[src/rtl/servo_pwm_driver.sv]
// servo_pwm_driver: slew-limited servo PWM generator driven by a one-bit grip command.
// Optional SERVO_CMD_FILTER_EN: command must hold for CMD_FILTER_FRAMES frame boundaries before it is accepted.
module servo_pwm_driver #(
  parameter int PERIOD_CYCLES     = 1000000,
  parameter int MIN_PULSE         = 50000,
  parameter int MAX_PULSE         = 100000,
  parameter int STEP              = 500,
  parameter int CMD_FILTER_FRAMES = 3
) (
  input  logic clk,
  input  logic rst,
  input  logic i_servo,
  output logic o_pwm,
  output logic o_at_open,
  output logic o_at_closed,
  output logic o_busy
);
  localparam int CW = $clog2(PERIOD_CYCLES);
  localparam int SC = (STEP > MAX_PULSE - MIN_PULSE) ? MAX_PULSE - MIN_PULSE : STEP;
  localparam logic [CW-1:0] LAST = CW'(PERIOD_CYCLES - 1);
  localparam logic [CW-1:0] PMIN = CW'(MIN_PULSE);
  localparam logic [CW-1:0] PMAX = CW'(MAX_PULSE);
  localparam logic [CW:0]   SW   = (CW+1)'(SC);
  typedef enum logic [1:0] {OPEN, CLOSING, CLOSED, OPENING} state_t;
  state_t state_q, state_d;
  logic [CW-1:0] cnt_q, cnt_d, pos_q, pos_d, pos_up, pos_dn;
  logic [CW:0] up, dn;
  logic pwm_q, pwm_d, at_open_q, at_open_d, at_closed_q, at_closed_d, busy_q, busy_d;
  logic bnd, cmd;
  assign bnd = cnt_q == LAST;
  assign up = {1'b0, pos_q} + SW;
  assign dn = {1'b0, pos_q} - SW;
  // the step is pre-clamped to the travel range, so one spare bit holds both overflow and borrow
  assign pos_up = (up > {1'b0, PMAX}) ? PMAX : up[CW-1:0];
  assign pos_dn = (dn[CW] || dn < {1'b0, PMIN}) ? PMIN : dn[CW-1:0];
`ifdef SERVO_CMD_FILTER_EN
  localparam int FW = $clog2(CMD_FILTER_FRAMES + 1);
  logic [FW-1:0] stab_q, stab_d;
  logic last_q, last_d, filt_q, filt_d;
  always_comb begin
    stab_d = stab_q;
    last_d = last_q;
    filt_d = filt_q;
    if (bnd) begin
      last_d = i_servo;
      stab_d = (i_servo != last_q) ? FW'(1) : (stab_q == FW'(CMD_FILTER_FRAMES)) ? stab_q : stab_q + 1'b1;
      filt_d = (stab_d == FW'(CMD_FILTER_FRAMES)) ? i_servo : filt_q;
    end
  end
  always_ff @(posedge clk or posedge rst) begin
    if (rst) begin
      stab_q <= '0;
      last_q <= 1'b0;
      filt_q <= 1'b0;
    end else begin
      stab_q <= stab_d;
      last_q <= last_d;
      filt_q <= filt_d;
    end
  end
  assign cmd = filt_d;
`else
  assign cmd = i_servo;
`endif
  always_comb begin
    cnt_d   = bnd ? '0 : cnt_q + 1'b1;
    pwm_d   = cnt_q < pos_q;
    pos_d   = pos_q;
    state_d = state_q;
    if (bnd) begin
      pos_d   = cmd ? pos_up : pos_dn;
      state_d = cmd ? ((pos_d == PMAX) ? CLOSED : CLOSING) : ((pos_d == PMIN) ? OPEN : OPENING);
    end
    at_open_d   = state_d == OPEN && pos_d == PMIN;
    at_closed_d = state_d == CLOSED && pos_d == PMAX;
    busy_d      = state_d == CLOSING || state_d == OPENING;
  end
  always_ff @(posedge clk or posedge rst) begin
    if (rst) begin
      cnt_q       <= '0;
      pos_q       <= PMIN;
      state_q     <= OPEN;
      pwm_q       <= 1'b0;
      at_open_q   <= 1'b1;
      at_closed_q <= 1'b0;
      busy_q      <= 1'b0;
    end else begin
      cnt_q       <= cnt_d;
      pos_q       <= pos_d;
      state_q     <= state_d;
      pwm_q       <= pwm_d;
      at_open_q   <= at_open_d;
      at_closed_q <= at_closed_d;
      busy_q      <= busy_d;
    end
  end
  assign o_pwm       = pwm_q;
  assign o_at_open   = at_open_q;
  assign o_at_closed = at_closed_q;
  assign o_busy      = busy_q;
`ifndef SYNTHESIS
  always_ff @(posedge clk)
    assert (MIN_PULSE < MAX_PULSE && MAX_PULSE < PERIOD_CYCLES && STEP >= 1)
      else $error("servo_pwm_driver: illegal pulse/period/step parameters");
`endif
endmodule

[config.mk]
export PLATFORM = sky130hd
export DESIGN_NAME = servo_pwm_driver
export DESIGN_NICKNAME = d
export VERILOG_FILES = /design/src/rtl/servo_pwm_driver.sv
export SDC_FILE = /design/constraint.sdc
export NUM_CORES = 1
export LEC_CHECK = 0
export CAP_MARGIN = 0
export CORE_MARGIN = 1.5
export CORE_UTILIZATION = 50
export DETAILED_ROUTE_END_ITERATION = 10
export PLACE_DENSITY = 0.66
export SLEW_MARGIN = 40
export SYNTH_ARGS = -nofsm -noshare
export SYNTH_HDL_FRONTEND = slang
export SYNTH_SLANG_ARGS = --single-unit
[constraint.sdc]
create_clock -name clk -period 7.3 [get_ports clk]
set_input_delay 1.46 -clock clk [delete_from_list [all_inputs] [get_ports clk]]
set_output_delay 1.46 -clock clk [all_outputs]
set_load 0.005 [all_outputs]
==> results of run 1 <==
==> state kept, by name, summed over array words and instances, names as in the netlist <==
name	flops
o_at_closed	1
o_busy	1
o_pwm	1
cnt_q	20
o_at_open	1
state_q	2
pos_q	20
==> cells by family after synthesis <==
| group | after synthesis | synth area share, % |
|---|---|---|
| buffers and inverters | 59 | 6.16 |
| adders and majority gates | 23 | 6.75 |
| and+or+nand+nor | 230 | 29.8 |
| xor gates and xnor gates | 36 | 7.40 |
| DFF | 46 | 27.2 |
| AOI/OAI and AO/OA | 120 | 21.7 |
| muxes | 4 | 0.939 |
==> cell type report <==
cell class	count	area [um2]	share of cell area [%]
Clock buffer	6	72.6	1.64
Sequential cell	46	1160	26.2
Tap cell	105	131	2.97
Inverter	28	108	2.43
Multi-Input combinational cell	413	2840	64.2
Clock inverter	2	37.5	0.848
Timing Repair Buffer	8	75.1	1.70
==> stage by stage <==
step | area, um2 | power, mW | setup WS, ns | cells
after floorplan | 4260 | 0.275 | 3.66 | 518
after global placement | 4310 | 0.282 | 2.84 | 600
after detailed placement | 4320 | 0.282 | 2.77 | 600
after CTS | 4430 | 0.481 | 3.01 | 608
after global routing | 4430 | 0.496 | 2.59 | 608
final | 4430 | 0.474 | 2.90 | 608
==> cell usage after synthesis, types with 4 or more instances <==
| master | instances | area (um2) |
|---|---|---|
| a211oi_1 | 5 | 37.5 |
| a21o_1 | 11 | 82.6 |
| a21oi_1 | 21 | 105 |
| a31oi_1 | 5 | 31.3 |
| a41oi_1 | 5 | 43.8 |
| and3_1 | 9 | 56.3 |
| buf_2 | 15 | 75.1 |
| clkbuf_1 | 10 | 37.5 |
| dfrtp_1 | 39 | 976 |
| dfstp_2 | 7 | 184 |
| ha_1 | 23 | 288 |
| inv_1 | 26 | 97.6 |
| mux2i_1 | 4 | 40.0 |
| nand2_1 | 45 | 169 |
| nand2b_1 | 7 | 43.8 |
| nand3_1 | 25 | 125 |
| nand4_1 | 14 | 87.6 |
| nor2_1 | 55 | 206 |
| nor2b_1 | 4 | 25.0 |
| nor3_1 | 22 | 110 |
| nor4_1 | 7 | 43.8 |
| o211ai_1 | 5 | 37.5 |
| o21ai_0 | 12 | 60.1 |
| or3_1 | 7 | 43.8 |
| xnor2_1 | 22 | 193 |
| xor2_1 | 14 | 123 |
==> power by group through the flow <==
stage	sequential, mW	clock [mW]	combinational, mW
4_1_cts	0.256	0.203	0.0212
3_5_place_dp	0.261	0	0.0211
6_report	0.256	0.196	0.0213
2_1_floorplan	0.260	0	0.0150
5_1_grt	0.257	0.215	0.0237
3_3_place_gp	0.261	0	0.0209
==> how the worst max path moves through the flow <==
stage               startpoint           to  slack [ns]  cells past startpoint
floorplan             pos_q[2]  o_at_closed        3.66                     15
global placement       i_servo  o_at_closed        2.84                     11
detailed placement     i_servo  o_at_closed        2.77                     11
CTS                   pos_q[2]  o_at_closed        3.01                     13
global route          pos_q[2]  o_at_closed        2.59                     13
finish                pos_q[2]  o_at_closed        2.90                     13
==> worst register-to-register path: cells and delay by family, from the launching register on <==
family	cells	cell delay, ns
AOI/OAI and AO/OA	2	0.65
DFF	1	0.60
buffers and inverters	1	0.22
and+or+nand+nor	8	2.24
adders and majority gates	1	0.39
muxes	1	0.25
==> per-layer routing <==
metal / global-route usage (%) / up-vias
met4: 9.83 / 0
met1: 45.2 / 1931
met5: 0 / -
li1: - / 1869
met2: 43.4 / 226
met3: 6.54 / 27
==> impl_metrics.toml, run 1 <==
[setup_path]
slowest_delay_ns = 0.60
crit_fanout = 12
startpoint_type = "flip-flop"
cp.required_ns = 7.55
crit_chain = "inv_1 > ha_1 > nand3b_1 > nor2_2 > nor3_2 > mux2i_1 > nand3_1 > and3_1 > a32o_1 > nor4_4 > nand4b_4 > a2111oi_4 > and4b_1"
reg2reg_from = "pos_q[2]"
crit_arrival_ns = 4.65
r2r_setup_slack_ns = 2.90
worst-path-buf-inv = 1
crit_slowest_cell = "dfrtp_1"
crit_family = "simple AND/OR/NAND/NOR gates"
reg2reg_depth = 13
critical_path_class = "flip-flop to flip-flop"
end_kind = "flip-flop"
r2r_end = "o_at_closed"

[placement]
place_congestion = 0.998
placement.io_buffers = 6
hpwl_um = 9760

[yosys]
synth_cells = 518
yosys_warnings = 0
synth_edf_count = 0
synth-seq-cells = 46
ys_async_sr_fraction_pct = 100
syn_avg_cell_area_um2 = 8.23
synth_cell_types = 87
synth_flop_cell = "dfrtp_1"
yosysSeqAreaShare_pct = 27.2
synth_fp_nets = 544
netlist_area_um2 = 4260

[floorplanning]
die_w_um = 95.3
start_util_pct = 51.9
chipHeight_um = 95.3
top_level_ports = 7
die_area_um2 = 9090
rows = 33
fp.coreArea_um2 = 8220

[routing]
wl_per_cell_um = 21.5
wl_um = 13100
viasPerCell = 6.67
top_layer = "met4"
antenna_left = 0
drt_pass1_iterations = 5
wl_met2_um = 5520
wl_met3_um = 1200
remaining_drc_errors = 0
vias = 4053
drt-met1-wl_um = 5990
drt_iter0_drc = 440

[clocking]
cts_sinks = 46
postCtsSetupBuffers = 0
holdBufCountCts = 0
root_buffer = "clkbuf_8"
clock_path_buffers = 2
clkTransAtPathRegs_ns = 0.09
insertion_delay_ns = 0.31
htree_levels = 2
post_cts_resized = 0
cts_tree = "built"
cts_buffers = 5

[sta]
hold_viol = 0
grt_setup_unrepaired = "no"
fin_skew_ns = 0.0100
max_freq_ghz = 0.227
finalCritPeriodShare_pct = 60.3
final_max_slew_viol_count = 0
setup_tns_ns = 0
worst_slew_pin_slew_ns = 0.737
hold_slack_ns = 0.529
setup_viol = 0
finalCriticalPeriod_ns = 4.40
max_slew_margin_pct = 50.7

[global_routing]
grt_pass1_wl_um = 20700
grt-ovfl-total = 0
grt.total_usage_pct = 30.5
antenna_found_initial = 0
grt_pass1_vias = 3721
grt_max_degree = 47

[power]
peakVddDrop_v = 0.0000875
p_seq_share_pct = 54.1
p_comb_share_pct = 4.5
p_int_uw = 363
swShare_pct = 23.3
switchingPower_uw = 111
p_clk_share_pct = 41.4
p_per_area_nw_per_um2 = 107
p_leak_nw = 1.85

[run]
maxCapViolations = 0

[final_layout]
drive_above_1_share_pct = 9.74
layout.nets = 528
diodes = 0
layout_commonest_cell = "nor2_1"
syn2layout_area_growth_pct = 3.85
final_cell_mix = "nor2_1 (54), nand2_1 (45), dfrtp_1 (39), inv_1 (25), nand3_1 (25)"
final_util_pct = 53.9
fill_cells = 792

[status]
status = "completed"

[min_path]
min_from = "cnt_q[0]"
min_to = "cnt_q[0]"
hold_path.class = "flip-flop to flip-flop"
min_path_cells = 1
Power figures use the tool's default switching activity.
==> run 2, diff against run 1 <==
Settings changed: PLACE_DENSITY 0.66 to 0.69.
Clock period 7.3 ns to 4 ns, I/O delays scaled along.
==> impl_metrics.toml, run 2 (same netlist as run 1, synthesis figures left out) <==
[final_layout]
drive_above_1_share_pct = 15.5
diodes = 0
stdcell_count = 633
layout_commonest_cell = "nor2_1"
fill_cells = 763
multiInputGateArea_um2 = 2890
final_util_pct = 56.6
design_area_um2 = 4650
ff_latch_area_um2 = 1160
layout.nets = 553
final_cell_mix = "nor2_1 (53), nand2_1 (44), dfrtp_1 (39), buf_4 (27), inv_1 (25)"
syn2layout_area_growth_pct = 9.19
reg.largest.list = "cnt_q x20, pos_q x20, state_q x2"

[sta]
max_slew_margin_pct = 50.2
setup_tns_ns = 0
fin_skew_ns = 0.0141
hold_slack_ns = 0.510
hold_viol = 0
setup_viol = 0
fin_ws_ns = 0.174
max_freq_ghz = 0.261
grt_setup_unrepaired = "no"
finalCriticalPeriod_ns = 3.83
finalCritPeriodShare_pct = 95.6
final_max_slew_viol_count = 0
worst_slew_pin_slew_ns = 0.746

[clocking]
holdBufCountCts = 0
cts_sinks = 46
cts_tree = "built"
clkTransAtPathRegs_ns = 0.10
root_buffer = "clkbuf_8"
htree_levels = 2
cts_buffers = 5
insertion_delay_ns = 0.32
clock_path_buffers = 2

[global_routing]
grt_max_degree = 47
grt-ovfl-total = 0
antenna_found_initial = 0
grt_pass1_vias = 3910
grt_pass1_wl_um = 21000
grt.total_usage_pct = 30.8

[placement]
dp.cells = 623
placement.io_buffers = 6
place_congestion = 1.04
hpwl_um = 9840
dp_slack_ns = 0.0686
dpl-instance-area_um2 = 4490

[setup_path]
end_kind = "flip-flop"
cp_common_cell = "a211oi_2"
slowest_delay_ns = 0.74
crit_chain = "nand2_2 > or3_1 > or4_4 > nand2_1 > o31ai_2 > o21ai_4 > a21oi_1 > a211oi_2 > a211oi_2 > a2111oi_4 > and4b_1"
cp.required_ns = 4.26
crit_arrival_ns = 4.08
reg2reg_depth = 11
crit_slowest_cell = "dfstp_4"
r2r_end = "o_at_closed"
startpoint_type = "flip-flop"
crit_fanout = 12
reg2reg_from = "pos_q[9]"
r2r_setup_slack_ns = 0.17
critical_path_class = "flip-flop to flip-flop"

[routing]
wl_um = 13000
vias = 4191
drt_pass1_iterations = 5
antenna_left = 0
remaining_drc_errors = 0
wl_per_cell_um = 20.6
viasPerCell = 6.62
drt_iter0_drc = 512

[status]
status = "completed"

[min_path]
min_path_cells = 1
min_to = "cnt_q[0]"
hold_path.class = "flip-flop to flip-flop"
min_from = "cnt_q[0]"

[floorplanning]
top_level_ports = 7
die_area_um2 = 9090
fp.coreArea_um2 = 8220
start_util_pct = 51.9
die_w_um = 95.3
rows = 33
chipHeight_um = 95.3

[power]
p_leak_nw = 1.98
p_clk_share_pct = 38.8
switchingPower_uw = 212
p_seq_share_pct = 55.9
p_int_uw = 622
p_comb_share_pct = 5.3
finalPower_uw = 834
swShare_pct = 25.4
peakVddDrop_v = 0.000125
p_per_area_nw_per_um2 = 179

[run]
maxCapViolations = 0
-- run 2: layer usage --
| metal | up-vias | global-route usage [%] | part of all wire, % |
|---|---|---|---|
| met5 | - | 0 | 0 |
| met4 | 0 | 12.3 | 4.2 |
| met3 | 42 | 8.05 | 9.8 |
| met2 | 249 | 45.4 | 43 |
| met1 | 1978 | 42.6 | 43 |
| li1 | 1922 | - | - |
-- run 2: area by class of cell --
cell class	count	area share, %
Multi-Input combinational cell	413	62.2
Sequential cell	46	25.0
Timing Repair Buffer	33	5.65
Tap cell	105	2.82
Inverter	28	2.31
Clock buffer	7	1.85
Clock inverter	1	0.188
-- run 2: how the worst max path moves through the flow --
stage | startpoint | endpoint | slack, ns | depth (start not counted)
final | pos_q[9] | o_at_closed | 0.17 | 11
after global routing | pos_q[12] | o_at_closed | 0.02 | 11
after CTS | pos_q[9] | o_at_closed | 0.04 | 11
after detailed placement | pos_q[9] | o_at_closed | 0.07 | 11
after global placement | pos_q[9] | o_at_closed | 0.03 | 11
after floorplan | pos_q[2] | o_at_closed | 0.36 | 15
-- run 2: power by group through the flow --
stage               logic [mW]  clock network [mW]  registers (mW)
floorplan               0.0274                   0           0.475
global placement        0.0418                   0           0.475
detailed placement      0.0419                   0           0.475
CTS                     0.0421               0.331           0.467
global route            0.0482               0.347           0.467
finish                  0.0440               0.324           0.466
-- run 2: critical path, delay by kind of cell, from the launching register on --
family / cells / cell delay (ns)
compound gates: 6 / 1.58
simple gates: 5 / 1.43
flops: 1 / 0.74
-- run 2: what timing repair did --
item,in CTS,in global routing
resized for setup,0,11
setup buffers,0,2
setup endpoints to repair,0,2
